<file path="src/rtl/goose_pkg.sv">
// goose_pkg: shared state encodings, video timing constants and score width for the goose game.
package goose_pkg;
  typedef enum logic [1:0] {ST_IDLE = 2'd0, ST_RESTART = 2'd1, ST_PLAY = 2'd2, ST_OVER = 2'd3} state_t;
  localparam int H_TOTAL = 800;
  localparam int V_TOTAL = 525;
  localparam int H_ACTIVE = 640;
  localparam int V_ACTIVE = 480;
  localparam int SCORE_W = 10;
endpackage

</file>
<file path="src/rtl/collision_ctrl_if.sv">
// collision_ctrl_if: pixel/hit link between the obstacle renderer and the collision controller.
interface collision_ctrl_if;
  logic pixel_tick;
  logic [9:0] x;
  logic [9:0] y;
  logic video_on;
  logic bean;
  logic goose;
  logic check_hit;
  logic game_reset;
  modport master (output pixel_tick, x, y, video_on, bean, goose, input check_hit, game_reset);
  modport slave (input pixel_tick, x, y, video_on, bean, goose, output check_hit, game_reset);
endinterface

</file>
<file path="src/rtl/collision_ctrl_debounce.sv">
// btn_debounce: two-flop synchroniser, stability counter and one-clk rising-edge pulse.
module btn_debounce #(
  parameter int DEBOUNCE = 250000
) (
  input  logic clk,
  input  logic reset_n,
  input  logic din,
  output logic press
);
  localparam int CW = $clog2(DEBOUNCE + 1);
  logic [1:0] sync;
  logic [CW-1:0] cnt;
  logic level;
  always_ff @(posedge clk or negedge reset_n) begin
    if (!reset_n) begin
      sync  <= '0;
      cnt   <= '0;
      level <= 1'b0;
      press <= 1'b0;
    end else begin
      sync  <= {sync[0], din};
      press <= 1'b0;
      if (sync[1] == level) cnt <= '0;
      else if (cnt == CW'(DEBOUNCE - 1)) begin
        cnt   <= '0;
        level <= sync[1];
        press <= sync[1];
      end else cnt <= cnt + 1'b1;
    end
  end
endmodule

</file>
<file path="src/rtl/collision_ctrl.sv">
// collision_ctrl: per-frame bean/goose overlap detection, game FSM, score and high score.
module collision_ctrl
  import goose_pkg::*;
#(
  parameter int HIT_THRESH = 4,
  parameter int SCORE_DIV  = 6,
  parameter int SCORE_MAX  = 999,
  parameter int DEBOUNCE   = 250000
) (
  input  logic               clk,
  input  logic               reset_n,
  input  logic [1:0]         button,
  collision_ctrl_if.slave    px,
  output logic [1:0]         state,
  output logic [SCORE_W-1:0] score,
  output logic [SCORE_W-1:0] high_score
);
  localparam int FW = SCORE_DIV > 1 ? $clog2(SCORE_DIV) : 1;
  state_t st;
  logic fe, hit_px, press;
  logic [9:0] ov_cnt, ov_next;
  logic [FW-1:0] fcnt;
  assign state  = st;
  assign fe     = px.pixel_tick && px.x == 10'(H_TOTAL - 1) && px.y == 10'(V_TOTAL - 1);
  assign hit_px = px.pixel_tick && px.video_on && px.bean && px.goose;
  // the frame-end decision must include the pixel arriving on that same tick
  assign ov_next = (hit_px && ov_cnt != 10'h3FF) ? ov_cnt + 10'd1 : ov_cnt;
  btn_debounce #(.DEBOUNCE(DEBOUNCE)) u_btn (
    .clk(clk),
    .reset_n(reset_n),
    .din(button[0] | button[1]),
    .press(press)
  );
  always_ff @(posedge clk or negedge reset_n) begin
    if (!reset_n) ov_cnt <= '0;
    else ov_cnt <= fe ? '0 : ov_next;
  end
  always_ff @(posedge clk or negedge reset_n) begin
    if (!reset_n) begin
      st            <= ST_IDLE;
      px.check_hit  <= 1'b1;
      px.game_reset <= 1'b0;
      score         <= '0;
      high_score    <= '0;
      fcnt          <= '0;
    end else begin
      px.game_reset <= 1'b0;
      case (st)
        ST_IDLE, ST_OVER: if (press) begin
          st            <= ST_RESTART;
          px.game_reset <= 1'b1;
          score         <= '0;
          fcnt          <= '0;
        end
        ST_RESTART: begin
          st           <= ST_PLAY;
          px.check_hit <= 1'b0;
        end
        default: if (fe) begin
          if (ov_next >= 10'(HIT_THRESH)) begin
            st           <= ST_OVER;
            px.check_hit <= 1'b1;
            high_score   <= score > high_score ? score : high_score;
          end else if (fcnt == FW'(SCORE_DIV - 1)) begin
            fcnt  <= '0;
            score <= score == SCORE_W'(SCORE_MAX) ? score : score + 1'b1;
          end else fcnt <= fcnt + 1'b1;
        end
      endcase
    end
  end
endmodule

</file>
<file path="src/flat_wrapper.sv">
// flat-port wrapper written by rule: the top's interface ports become plain ports
module collision_ctrl_flat import goose_pkg::*;
#(
  parameter int HIT_THRESH = 4,
  parameter int SCORE_DIV  = 6,
  parameter int SCORE_MAX  = 999,
  parameter int DEBOUNCE   = 250000
)
  (clk, reset_n, button, state, score, high_score, px_pixel_tick, px_x, px_y, px_video_on, px_bean, px_goose, px_check_hit, px_game_reset);
  collision_ctrl_if px_i ();
  input  logic clk;
  input  logic reset_n;
  input  logic [1:0] button;
  output logic [1:0] state;
  output logic [SCORE_W-1:0] score;
  output logic [SCORE_W-1:0] high_score;
  input wire logic [$bits(px_i.pixel_tick)-1:0] px_pixel_tick;
  input wire logic [$bits(px_i.x)-1:0] px_x;
  input wire logic [$bits(px_i.y)-1:0] px_y;
  input wire logic [$bits(px_i.video_on)-1:0] px_video_on;
  input wire logic [$bits(px_i.bean)-1:0] px_bean;
  input wire logic [$bits(px_i.goose)-1:0] px_goose;
  output wire logic [$bits(px_i.check_hit)-1:0] px_check_hit;
  output wire logic [$bits(px_i.game_reset)-1:0] px_game_reset;
  assign px_i.pixel_tick = px_pixel_tick;
  assign px_i.x = px_x;
  assign px_i.y = px_y;
  assign px_i.video_on = px_video_on;
  assign px_i.bean = px_bean;
  assign px_i.goose = px_goose;
  assign px_check_hit = px_i.check_hit;
  assign px_game_reset = px_i.game_reset;
  collision_ctrl #(.HIT_THRESH(HIT_THRESH), .SCORE_DIV(SCORE_DIV), .SCORE_MAX(SCORE_MAX), .DEBOUNCE(DEBOUNCE)) u_core (.clk(clk), .reset_n(reset_n), .button(button), .px(px_i), .state(state), .score(score), .high_score(high_score));
endmodule
</file>
<file path="config.mk">
export PLATFORM = sky130hd
export DESIGN_NAME = collision_ctrl_flat
export DESIGN_NICKNAME = d
export VERILOG_FILES = /design/src/rtl/goose_pkg.sv /design/src/rtl/collision_ctrl_if.sv /design/src/rtl/collision_ctrl_debounce.sv /design/src/rtl/collision_ctrl.sv /design/src/flat_wrapper.sv
export SDC_FILE = /design/constraint.sdc
export NUM_CORES = 1
export LEC_CHECK = 0
export ABC_CLOCK_PERIOD_IN_PS = 2400
export CORE_ASPECT_RATIO = 0.7
export CORE_MARGIN = 4
export CORE_UTILIZATION = 49
export DETAILED_ROUTE_END_ITERATION = 10
export GPL_TIMING_DRIVEN = 0
export PLACE_DENSITY = 0.81
export SKIP_LAST_GASP = 1
export SLEW_MARGIN = 20
export SYNTH_ARGS = -nofsm -noshare
export SYNTH_HDL_FRONTEND = slang
export SYNTH_SLANG_ARGS = --single-unit
export TNS_END_PERCENT = 30
</file>
<file path="constraint.sdc">
create_clock -name clk -period 2.4 [get_ports clk]
set_input_delay 0.6 -clock clk [delete_from_list [all_inputs] [get_ports clk]]
set_output_delay 0.6 -clock clk [all_outputs]
set_load 0.02 [all_outputs]
</file>
==> results of run 1 <==
[power by group through the flow]
stage                     logic (uW)  registers [uW]  clock network, uW
after detailed placement         504            1150                  0
after global routing             799            1150               1010
final                            734            1140                948
after global placement           483            1150                  0
after CTS                        624            1130                959
after floorplan                  321            1140                  0
[cell families (layout without fill, tap and decap cells)]
kind of cell	Yosys count	count (layout)	share of synthesized area (%)
mux	13	13	4.047
compound gates	55	55	12.83
simple gates	160	160	24.32
fa+ha+maj	15	15	5.468
buf+inv	34	132	3.901
xor+xnor	25	25	6.380
flops	59	59	43.06
[cells in the mapped netlist, types with 9 or more instances]
cell and count:
and3_1 9, dfrtp_1 58, ha_1 15, inv_1 20
nand2_1 22, nand3_1 27, nand4_1 18, nor2_1 40
nor3_1 14, o21ai_0 10, xnor2_1 13, xor2_1 12
[worst register-to-register path, stage by stage, from the launching register on]
cell and delay (ns):
dfrtp_2 0.46, ha_4 0.20, and3_1 0.21, a2111oi_2 0.33, a31o_2 0.21, o2111a_4 0.26, buf_4 0.14, o21ai_0 0.11
a221o_1 0.36
[repair_timing]
item / 4_1_cts / 5_1_grt
hold endpoints to repair: 0 / 0
resized for setup: 57 / 34
cloned: 0 / 0
endpoints found under the setup margin: 26 / 25
buffers inserted: 17 / 14
pin swaps: 18 / 13
[cell type report]
class | instances | area, sq um | area share [%]
Clock buffer | 12 | 165.2 | 3.473
Sequential cell | 59 | 1489 | 31.31
Inverter | 21 | 80.08 | 1.684
Timing Repair Buffer | 83 | 750.7 | 15.79
Tap cell | 94 | 117.6 | 2.473
Clock inverter | 4 | 47.55 | 0.9997
Buffer | 12 | 77.57 | 1.631
Multi-Input combinational cell | 268 | 2028 | 42.65
[metrics by stage]
stage	total power, uW	hold slack [ns]	instances	instance area [sq um]
after floorplan	1456	0.3044	361	3471
after global placement	1628	0.3318	506	4099
after detailed placement	1651	0.3364	507	4124
after CTS	2711	0.03671	540	4548
after global routing	2964	0.02832	553	4756
final	2822	0.03796	553	4756
[per-layer routing]
metal,track usage (%),part of all wire (%)
met5,0,0
met4,6.810,1.6
met3,6.409,8.6
met2,33.19,47
met1,30.66,43
[flip-flops by register name (all words and copies together), names as in the netlist]
| signal | flops |
|---|---|
| u_core.px.game_reset | 1 |
| u_core.ov_cnt | 10 |
| u_core.u_btn.level | 1 |
| u_core.state | 2 |
| u_core.u_btn.press | 1 |
| u_core.px.check_hit | 1 |
| u_core.score | 10 |
| u_core.u_btn.cnt | 18 |
| u_core.u_btn.sync | 2 |
| u_core.high_score | 10 |
| u_core.fcnt | 3 |
[how the worst min path moves through the flow]
stage               slack, ns              endpoint  depth (start not counted)            startpoint
floorplan                0.30        u_core.fcnt[0]                          0               reset_n
global placement         0.33  u_core.u_btn.sync[1]                          0  u_core.u_btn.sync[0]
detailed placement       0.34  u_core.u_btn.sync[1]                          0  u_core.u_btn.sync[0]
CTS                      0.04      u_core.ov_cnt[1]                          1               reset_n
global route             0.03      u_core.ov_cnt[1]                          1               reset_n
finish                   0.04      u_core.ov_cnt[1]                          1               reset_n
==> flow_metrics.py, run 1 <==
metrics = {
    "final_layout": {
        "layout-drive-gt1-share_pct": 24.18,
        "area_delta_synth_final_pct": 38.57,
        "final_cell_mix": "49 x dfrtp_1, 40 x nor2_1, 31 x buf_4, 28 x clkdlybuf4s50_1, 26 x nand3_1",
        "num_antenna_cells": 0,
        "fillCellCount": 487,
        "finish.utilization_pct": 70.06,
        "nNetsFinal": 497,
        "mostFrequentLayoutCell": "dfrtp_1",
    },
    "clocking": {
        "clockBufferDepth": 2,
        "hold_buffers": 0,
        "cts_tree": "yes",
        "numCtsBuffers": 9,
        "clkTransAtPathRegs_ns": 0.07,
        "htree_levels": 3,
        "insertion_delay_ns": 0.34,
        "cts_root_buffer": "clkbuf_8",
        "clock-sinks": 59,
    },
    "setup_path": {
        "r2r-start": "u_core.ov_cnt[0]",
        "cp-startpoint": "px_pixel_tick",
        "cp-end-kind": "flop",
        "cpPeakStageDelay_ns": 0.37,
        "ff2ff_path_depth": 8,
        "required_ns": 2.62,
        "critical_path.top_delay_family": "compound AO/OA/AOI/OAI gates",
        "start_kind": "input port",
        "cp.depth": 9,
        "worstReg2RegEnd": "u_core.state[1]",
        "endpoint": "u_core.state[1]",
        "critPathBufInv": 3,
        "cp_cell_sequence": "dlygate4sd2_1, and4_1, buf_6, a2111oi_2, a31o_2, o2111a_4, buf_4, o21ai_0, a221o_1",
        "ff2ff_setup_slack_ns": 0.01,
        "cp_data_arrival_time_ns": 2.63,
        "critPathSlowestCell": "a2111oi_2",
        "crit_type": "input port to flop",
        "cp_max_fo": 7,
    },
    "global_routing": {
        "grt_overflow": 0,
        "grt_usage_pct": 21.99,
        "grt_max_degree": 59,
        "grt_pass1_vias": 3073,
        "antenna_found_initial": 0,
        "grt_pass1_wl_mm": 14.75,
    },
    "power": {
        "power.share.combinational_pct": 26.0,
        "p_int_uw": 1961,
        "ir_drop_v": 0.0003569,
        "p_seq_share_pct": 40.4,
        "power_density_nw_per_um2": 593.4,
        "p_clk_share_pct": 33.6,
        "p_sw_share_pct": 30.52,
        "p_leak_uw": 0.002098,
        "p_sw_uw": 861.2,
    },
    "synthesis": {
        "synth_top_area_share_pct": 42.29,
        "synth_flop_cell": "dfrtp_1",
        "yosys_warnings": 0,
        "synth_top_area_cell": "dfrtp_1",
        "ys_types": 55,
        "yosysSeqAreaShare_pct": 43.06,
        "async_flop_share_pct": 100.0,
        "synth_cells": 361,
        "synthTopCellsByArea": "dfrtp_1 42%, ha_1 5.5%, nor2_1 4.4%, nand3_1 3.9%, xnor2_1 3.3%",
        "synth_edf_count": 0,
        "synthesis.area_sq_um": 3432,
        "postSynthAreaPerCell_sq_um": 9.507,
        "ys_ff_latch": 59,
        "synth_fp_nets": 404,
    },
    "floorplan": {
        "die_x_microns": 108.0,
        "initial_core_util_pct": 50.56,
        "dieArea_sq_um": 8429,
        "rows": 25,
        "ios": 52,
        "core_area_sq_um": 6788,
        "die_y_microns": 78.02,
    },
    "route": {
        "dr_total_vias": 3199,
        "drc": 0,
        "wl_per_cell_microns": 16.32,
        "drtIter0Drc": 255,
        "wl_mm": 9.027,
        "postRouteAntennaNets": 0,
        "vias_per_cell": 5.785,
        "drt-pass1-iter-count": 5,
    },
    "sta": {
        "min_period_ns": 2.410,
        "fin_tns_setup_ns": -0.01024,
        "grt_setup_unrepaired": "true",
        "fmax_mhz": 414.9,
        "slew_violations": 0,
        "fin_worst_skew_ns": 0.009887,
        "hold_viol": 0,
        "finalSetupViolations": 1,
        "relSlewSlack_pct": 65.51,
        "min_period_over_period_pct": 100.4,
        "worst_slack_ns": -0.01024,
        "worst_pin_slew_ns": 0.5173,
    },
    "run": {
        "drv_cap": 0,
    },
    "placed_design": {
        "port_buffers": 51,
        "gp_congestion": 0.8917,
        "pre_cts_ws_ns": -0.9430,
        "dp_hpwl_mm": 5.727,
    },
    "outcome": {
        "violations": "setup timing",
        "status": "finished with violations",
    },
    "hold_path": {
        "hp-class": "input port to asynchronous set/reset pin",
    },
}
Note: power is estimated with default switching activity, not from simulation.
==> inputs of run 2 (changes only) <==
CAP_MARGIN = 20   (was not set)
CTS_CLUSTER_SIZE = 25   (was not set)
==> results of run 2 <==
The final DEF is identical to that of run 1; final timing and power are the same.
==> inputs of run 3 (changes only) <==
CORE_UTILIZATION = 57   (was 49)
DONT_BUFFER_PORTS = 1   (was not set)
GPL_ROUTABILITY_DRIVEN = 0   (was not set)
PLACE_DENSITY = 0.8   (was 0.81)
==> flow_metrics.py, run 3 (synthesis gave the netlist of run 1 again) <==
metrics = {
    "outcome": {
        "status": "finished clean",
    },
    "final_layout": {
        "largest_register_ffs": 18,
        "area_delta_synth_final_pct": 19.18,
        "regMostFlops": "u_core.u_btn.cnt",
        "mostFrequentLayoutCell": "nor2_1",
        "nNetsFinal": 433,
        "num_antenna_cells": 0,
        "layout-drive-gt1-share_pct": 24.56,
        "final_cell_mix": "40 x nor2_1, 37 x dfrtp_1, 27 x nand3_1, 22 x nand2_1, 21 x dfrtp_2",
    },
    "sta": {
        "min_period_ns": 2.386,
        "fmax_mhz": 419.1,
        "hold_ws_ns": 0.09451,
        "slew_violations": 0,
        "worst_pin_slew_ns": 0.5406,
        "min_period_over_period_pct": 99.43,
        "fin_worst_skew_ns": 0.008608,
        "relSlewSlack_pct": 63.68,
        "hold_viol": 0,
        "worst_slack_ns": 0.01369,
        "grt_setup_unrepaired": "true",
        "finalSetupViolations": 0,
    },
    "route": {
        "vias_per_cell": 6.281,
        "drtIter0Drc": 153,
        "wl_mm": 8.656,
        "drt-met1-wl_mm": 3.714,
        "postRouteAntennaNets": 0,
        "dr_total_vias": 2952,
        "top_layer_used": "met4",
        "drc": 0,
        "wl_met2_mm": 4.154,
        "wl_per_cell_microns": 18.42,
        "drt-pass1-iter-count": 4,
        "met3_length_microns": 623,
    },
    "global_routing": {
        "grt_max_degree": 59,
        "grt_pass1_vias": 2896,
        "antenna_found_initial": 0,
        "grt_pass1_wl_mm": 13.92,
        "grt_overflow": 0,
        "grt_usage_pct": 24.31,
    },
    "floorplan": {
        "initial_core_util_pct": 59.33,
        "die_x_microns": 100.7,
        "die_y_microns": 72.92,
        "dieArea_sq_um": 7346,
        "rows": 23,
        "ios": 52,
        "core_area_sq_um": 5784,
    },
    "power": {
        "p_sw_share_pct": 30.26,
        "p_seq_share_pct": 42.5,
        "p_int_uw": 1886,
        "power_density_nw_per_um2": 661.3,
        "p_leak_uw": 0.001757,
        "power.share.combinational_pct": 21.2,
        "power.total_uw": 2705,
        "p_sw_uw": 818.5,
        "p_clk_share_pct": 36.3,
        "ir_drop_v": 0.0003655,
    },
    "clocking": {
        "clockBufferDepth": 2,
        "insertion_delay_ns": 0.35,
        "cts_tree": "yes",
        "cts_root_buffer": "clkbuf_8",
        "htree_levels": 3,
        "clkTransAtPathRegs_ns": 0.07,
        "clock-sinks": 59,
        "numCtsBuffers": 9,
    },
    "hold_path": {
        "hp-class": "input port to asynchronous set/reset pin",
    },
    "setup_path": {
        "cpPeakStageDelay_ns": 0.37,
        "ff2ff_path_depth": 9,
        "cp-end-kind": "flop",
        "crit_top_cell": "buf_4",
        "cp_data_arrival_time_ns": 2.60,
        "critPathSlowestCell": "dfrtp_1",
        "cp_max_fo": 10,
        "required_ns": 2.61,
        "crit_type": "flop to flop",
        "cp_cell_sequence": "buf_4, and4_4, buf_12, a211oi_4, a41o_1, o2111ai_4, buf_4, o211ai_1, o311ai_2",
        "start_kind": "flop",
    },
    "placed_design": {
        "port_buffers": 0,
        "dp_hpwl_mm": 5.325,
        "pre_cts_ws_ns": -0.4373,
    },
    "run": {
        "drv_cap": 0,
    },
}
run 3: cell types whose count changed in the layout (fill, tap and decap cells not counted), sizes merged:
cell and change:
clkbuf -2, dlygate4sd2 -17, buf -16, dlymetal6s2s -2, clkdlybuf4s50 -28, bufinv +1
run 3: what timing repair did:
item | in CTS | in global routing
gates cloned | 0 | 0
setup endpoints to repair | 26 | 24
hold endpoints to repair | 58 | 0
setup buffers | 5 | 12
pin swaps | 4 | 11
hold buffers | 1 | 0
gates resized for setup | 21 | 40
run 3: per-layer routing:
metal  GRT usage, %  vias up
met5              0        -
met4          7.623        0
met3          9.169       17
met2          37.49      106
met1          31.90     1447
li1               -     1382
run 3: cell type report:
| class | instances | area, sq um |
|---|---|---|
| Sequential cell | 59 | 1504 |
| Timing Repair Buffer | 18 | 166.4 |
| Clock buffer | 11 | 131.4 |
| Multi-Input combinational cell | 268 | 1964 |
| Clock inverter | 5 | 77.57 |
| Fill cell | 414 | 1694 |
| Inverter | 21 | 83.83 |
| Buffer | 13 | 68.82 |
| Tap cell | 75 | 93.84 |
run 3: final timing paths:
path | to | slack [ns] | startpoint
max | u_core.fcnt[2] | 0.01 | u_core.ov_cnt[4]
min | u_core.px.check_hit | 0.09 | reset_n
max reg2reg | u_core.fcnt[2] | 0.01 | u_core.ov_cnt[4]
min reg2reg | u_core.u_btn.sync[1] | 0.34 | u_core.u_btn.sync[0]
max in group asynchronous | u_core.ov_cnt[0] | 2.02 | reset_n
min in group clk | u_core.u_btn.sync[1] | 0.34 | u_core.u_btn.sync[0]
run 3: stage by stage:
step	util, %	std cells	cell area, sq um	TNS [ns]
floorplan	-	361	3471	-0.6821
global placement	61.63	436	3565	-5.919
detailed placement	61.63	436	3565	-7.197
CTS	67.16	458	3885	-0.001219
global route	70.71	470	4090	-0.4708
finish	70.71	470	4090	0
run 3: worst max-delay path, delay by kind of cell (launching register included):
kind	cells	cell delay (ns)
buffers and inverters	3	0.52
AND/OR/NAND/NOR	1	0.23
AO/OA/AOI/OAI	5	1.12
flip-flops	1	0.37
run 3: power groups by stage:
| stage | sequential [uW] | combinational [uW] | clock [uW] |
|---|---|---|---|
| after detailed placement | 1150 | 416 | 0 |
| after global routing | 1170 | 631 | 1050 |
| final | 1150 | 572 | 982 |
| after CTS | 1140 | 470 | 992 |
| after floorplan | 1140 | 321 | 0 |
| after global placement | 1150 | 406 | 0 |
==> patch 1, RTL diff (settings of run 2) <==
`SCORE_DIV` is set to 6 in 2 places; all go to 7.
--- a/src/rtl/collision_ctrl.sv
+++ b/src/rtl/collision_ctrl.sv
@@ -4,5 +4,5 @@
 #(
   parameter int HIT_THRESH = 4,
-  parameter int SCORE_DIV  = 6,
+  parameter int SCORE_DIV  = 7,
   parameter int SCORE_MAX  = 999,
   parameter int DEBOUNCE   = 250000
--- a/src/flat_wrapper.sv
+++ b/src/flat_wrapper.sv
@@ -3,5 +3,5 @@
 #(
   parameter int HIT_THRESH = 4,
-  parameter int SCORE_DIV  = 6,
+  parameter int SCORE_DIV  = 7,
   parameter int SCORE_MAX  = 999,
   parameter int DEBOUNCE   = 250000
Formal check against the unedited RTL: same outputs for any inputs over 10 cycles, from zero or initial values and one cycle with reset_n low; that may be too few to reach the edited logic, so the function may still have changed.
==> patch 1 against run 2 <==
- clock power up 5%
- sequential cell count unchanged
- synthesized cell count down 1.9%
- the flow still finishes with violations (negative setup slack)
- routed wire length up 0.31%
- die area down 1.4%
- maximum frequency down 0.77%
- final area down 3.8%
- area after synthesis down 1.6%
- total power down 8.2%
- cell count down 4.2%
- non-clock buffer count down 15
- worst setup slack worse by 19 ps
- count of clock-buffer cells in the layout down 2
==> patch 1: results (changes against run 2) <==
[outcome]
status=finished with violations
violations=negative setup slack

[sta]
tightest_slew_ps=500  ; -17.3 ps
fin_tns_setup_ps=-64.3  ; -54.0 ps
fin_skew_ps=7.95  ; -1.94 ps
layout_setup_ws_ps=-29.0  ; -18.8 ps
finalSetupViolCount=8  ; +7

[detailed_routing]
met2RoutedLength_um=4040  ; -4.3%
totalWireLength_um=9060  ; +0.31%
drt_iter0_markers=279  ; +9.4%
drtPass1Iterations=5  ; unchanged
vias=3070  ; -4.0%
routed-wl-met3_um=758  ; -1.8%
wl_met1_um=4050  ; +4.0%
antenna_left=0  ; unchanged

[worst_setup_path]
cp.arrival_ps=2680  ; +50 ps
r2r_start=u_core.state[0]
path_max_fanout=5  ; -2
cpLargestDelayFamily=simple AND/OR/NAND/NOR gates
crit_slowest_cell=or4_4
max_stage_delay_ps=580  ; +210 ps
r2r_cells=8  ; unchanged
crit_start=px_x[5]

[place]
placed_cell_area_um2=4020  ; -2.4%
dp_hpwl_um=5990  ; +4.6%
pre_cts_ws_ps=-1020  ; -76.8 ps
dp_cells=500  ; -1.4%
gp_congestion=0.884  ; -0.85%
io_buffers=51  ; unchanged

[cts]
cts_max_path_buffers=2  ; unchanged
clkTransAtPathRegs_ps=70  ; about the same
clk_latency_ps=350
cts.htree.levels=3  ; unchanged

[synth]
postSynthCellCount=354  ; -1.9%
synth_warnings=0  ; unchanged
ys_async_sr_fraction_pct=100  ; unchanged
synth_fp_nets=397  ; -1.7%
ys_top_cells_by_count=58 x dfrtp_1, 38 x nor2_1, 30 x nand3_1
ys_seq_area_share_pct=43.7  ; +0.69 points
synth_edf_count=0  ; unchanged
ys.flop_type=dfrtp_1
synthTopCellsByArea=dfrtp_1 43%, ha_1 5.6%, nand3_1 4.4%, nor2_1 4.2%, xor2_1 4.1%

[hold_path]
hold_path.class=in -> async

[final_layout]
final_nets=474  ; -4.6%
largest_reg_flops=18  ; unchanged
diodes=0  ; unchanged
top_register=u_core.u_btn.cnt
layout-drive-gt1-share_pct=22.0  ; -2.2 points
final-instance-count-excl-fill=530  ; -4.2%

[grt]
track_usage_pct=22.8  ; +0.85 points
grt_pass1_vias=3017  ; -1.8%
grt_pass1_wl_um=14700  ; about the same
grt_max_degree=32  ; -46%
antenna_found_initial=0  ; unchanged

[power_and_ir_drop]
ir_drop_uv=389  ; +9.0%
static-leakage-power_nw=1.99  ; -5.0%

## patch 1: final cells by class
class / count / area (µm²)
Buffer: 6 / 31.3
Clock inverter: 6 / 88.8
Clock buffer: 10 / 128
Fill cell: 507 / 2150
Sequential cell: 59 / 1480
Timing Repair Buffer: 74 / 728
Tap cell: 94 / 118
Multi-Input combinational cell: 261 / 1920
Inverter: 20 / 75.1
## patch 1: worst paths after layout
kind,slack [ps],to
max in group asynchronous,1750,u_core.fcnt[0]
hold reg to reg,350,u_core.u_btn.sync[1]
hold / removal,170,u_core.high_score[0]
setup / recovery,-30,u_core.score[7]
min in group clk,350,u_core.u_btn.sync[1]
setup reg to reg,-10,u_core.score[7]
## patch 1: repair_timing
action,CTS,global route
endpoints found under the setup margin,26,32
resized for setup,35,54
buffers inserted,16,7
cloned,0,0
pin swaps,16,23
## patch 1: worst reg2reg max path, stage by stage, from the launching register on
cell	delay [ps]
dfrtp_1	410
inv_1	90
ha_2	320
inv_2	110
nand4_1	200
o22a_2	260
or4_4	580
buf_6	150
o211ai_1	190
## patch 1: cells by family (layout without fill, tap and decap cells)
family | after synthesis | count (layout) | synth area share, %
buffers and inverters | 34 | 116 | 4.15
AND/OR/NAND/NOR | 151 | 151 | 23.2
flip-flops | 59 | 59 | 43.7
multiplexers | 13 | 13 | 4.19
adder cells (fa/ha/maj) | 15 | 15 | 5.56
AO/OA/AOI/OAI | 53 | 53 | 11.7
XOR/XNOR | 29 | 29 | 7.52
## patch 1: power breakdown
group | switching (mW) | leakage (nW) | total (mW) | internal, mW
Combinational | 0.240 | 1.14 | 0.454 | 0.214
Clock | 0.418 | 0.103 | 1.00 | 0.586
Sequential | 0.0771 | 0.750 | 1.13 | 1.06
## patch 1: metal layers
layer | vias up | track usage, %
met5 | - | 0
met2 | 145 | 33.0
met1 | 1482 | 32.1
met3 | 19 | 6.15
met4 | 0 | 9.96
li1 | 1424 | -
==> patch 2, RTL diff (flow settings as in run 2) <==
Without the edit above. Put one more register stage on the output `high_score`, without a reset. The value now appears one clock later. The other outputs are not delayed to match.
--- a/src/rtl/collision_ctrl.sv
+++ b/src/rtl/collision_ctrl.sv
@@ -17,4 +17,6 @@
 );
   localparam int FW = SCORE_DIV > 1 ? $clog2(SCORE_DIV) : 1;
+
+  logic [SCORE_W-1:0] high_score_s0;
   state_t st;
   logic fe, hit_px, press;
@@ -42,5 +44,5 @@
       px.game_reset <= 1'b0;
       score         <= '0;
-      high_score    <= '0;
+      high_score_s0 <= '0;
       fcnt          <= '0;
     end else begin
@@ -61,5 +63,5 @@
             st           <= ST_OVER;
             px.check_hit <= 1'b1;
-            high_score   <= score > high_score ? score : high_score;
+            high_score_s0 <= score > high_score_s0 ? score : high_score_s0;
           end else if (fcnt == FW'(SCORE_DIV - 1)) begin
             fcnt  <= '0;
@@ -70,4 +72,8 @@
     end
   end
+  always_ff @(posedge clk) begin
+    high_score <= high_score_s0;
+  end
+
 endmodule
 
Behaviour: no difference found for any inputs over 10 cycles, from zero or initial values and one cycle with reset_n low; that may be too few to reach the edited logic, so the function may still have changed.
==> patch 2 against run 2 <==
- final area about the same
- the run still ends with negative setup slack left
- sequential cell count rose by 10
- critical path depth rose by 1
- critical endpoint is now u_core.fcnt[0]
- total power decreased by 2.7%
- routed wire length grew 2.0%
- non-clock buffer count decreased by 15
- area after synthesis grew 3.6%
- worst setup slack worse by 160 ps
==> patch 2: results (changes against run 2) <==
[worst_setup_path]
path_max_fanout=8  ; +1
cp.arrival_ps=2810  ; +180 ps

[detailed_routing]
drt_iter0_markers=242  ; -5.1%
totalWireLength_um=9210  ; +2.0%

[outcome]
violations=negative setup slack
status=finished with violations

[synth]
synth.area.mux_share_pct=6.30  ; +2.2 points
synthTopCellsByArea=dfrtp_1 41%, dfxtp_1 5.6%, ha_1 5.3%, nor2_1 4.2%, mux2_2 3.5%
ys_async_sr_fraction_pct=85.5  ; -14 points
ys_top_cells_by_count=58 x dfrtp_1, 40 x nor2_1, 23 x nand3_1
ys_seq_area_share_pct=47.2  ; +4.1 points
synth-xor-area-share_pct=5.17  ; -1.2 points
postSynthCellCount=353  ; -2.2%
synth_cell_types=60  ; +9.1%
synthAdderAreaFrac_pct=5.28  ; -0.19 points

[sta]
fin_tns_setup_ps=-816  ; -806 ps
finalSetupViolCount=11  ; +10
layout_setup_ws_ps=-165  ; -155 ps

[place]
dp_cells=499  ; -1.6%
gp_congestion=0.824  ; -7.6%
pre_cts_ws_ps=-733  ; +210 ps

[final_layout]
buffer_area_share_pct=14.4  ; -3.0 points
multi_input_cells=259  ; -3.4%
nFillCells=505  ; +3.7%
multi_input_area_share_pct=42.1  ; -0.55 points
final-instance-count-excl-fill=535  ; -3.3%
area_growth_pct=33.6
n_all_buffers=80  ; -16%

[power_and_ir_drop]
ir_drop_uv=261  ; -27%
comb_power_share_pct=17.4  ; -8.6 points

[grt]
grt_pass1_vias=3015  ; -1.9%
track_usage_pct=21.2  ; -0.76 points
grt_pass1_wl_um=14400  ; -2.4%
grt_max_degree=32  ; -46%

[patch 2: cell types whose count changed in the layout (fill, tap and decap cells not counted), moves of 6 or more]
cell | run 2 | this run
nand4_1 | 18 | 11
buf_4 | 31 | 22
dfxtp_1 | 0 | 10
mux2_2 | 3 | 11
a21oi_1 | 5 | 11
nor3_1 | 14 | 6
nand3_1 | 26 | 19
[patch 2: final timing paths]
| kind | depth (start not counted) | from | endpoint | slack [ps] |
|---|---|---|---|---|
| min in group clk | 0 | u_core.u_btn.sync[0] | u_core.u_btn.sync[1] | 350 |
| hold reg to reg | 0 | u_core.u_btn.sync[0] | u_core.u_btn.sync[1] | 350 |
| max in group asynchronous | 2 | reset_n | u_core.state[1] | 1710 |
| setup reg to reg | 10 | u_core.ov_cnt[0] | u_core.fcnt[0] | -170 |
| setup / recovery | 10 | u_core.ov_cnt[0] | u_core.fcnt[0] | -170 |
| hold / removal | 1 | reset_n | u_core.fcnt[0] | 180 |
[patch 2: timing repair]
item	CTS	global route
pin swaps	20	12
setup endpoints to repair	26	25
hold buffers	0	0
gates resized for setup	67	24
setup buffers	12	9
[patch 2: logic make-up (layout without fill, tap and decap cells)]
kind of cell | Yosys count | count (layout)
simple gates | 150 | 150
flops | 69 | 69
compound gates | 52 | 52
buf+inv | 25 | 113
xor+xnor | 21 | 21
mux | 21 | 21
fa+ha+maj | 15 | 15
[patch 2: critical path, cell delays in order, from the launching register on]
cell      delay (ps)
dfrtp_2          450
ha_4             200
and3_2           230
a211oi_2         230
a31o_2           190
o221ai_4         150
buf_4            180
or2_1            260
buf_6            150
and3_1           180
a211o_1          220
[patch 2: layer usage]
layer,share of wire (%),global-route usage (%),vias up
met2,45,32.7,181
li1,-,-,1437
met5,0,0,-
met3,10,6.50,35
met1,41,27.8,1493
met4,2.9,8.72,0
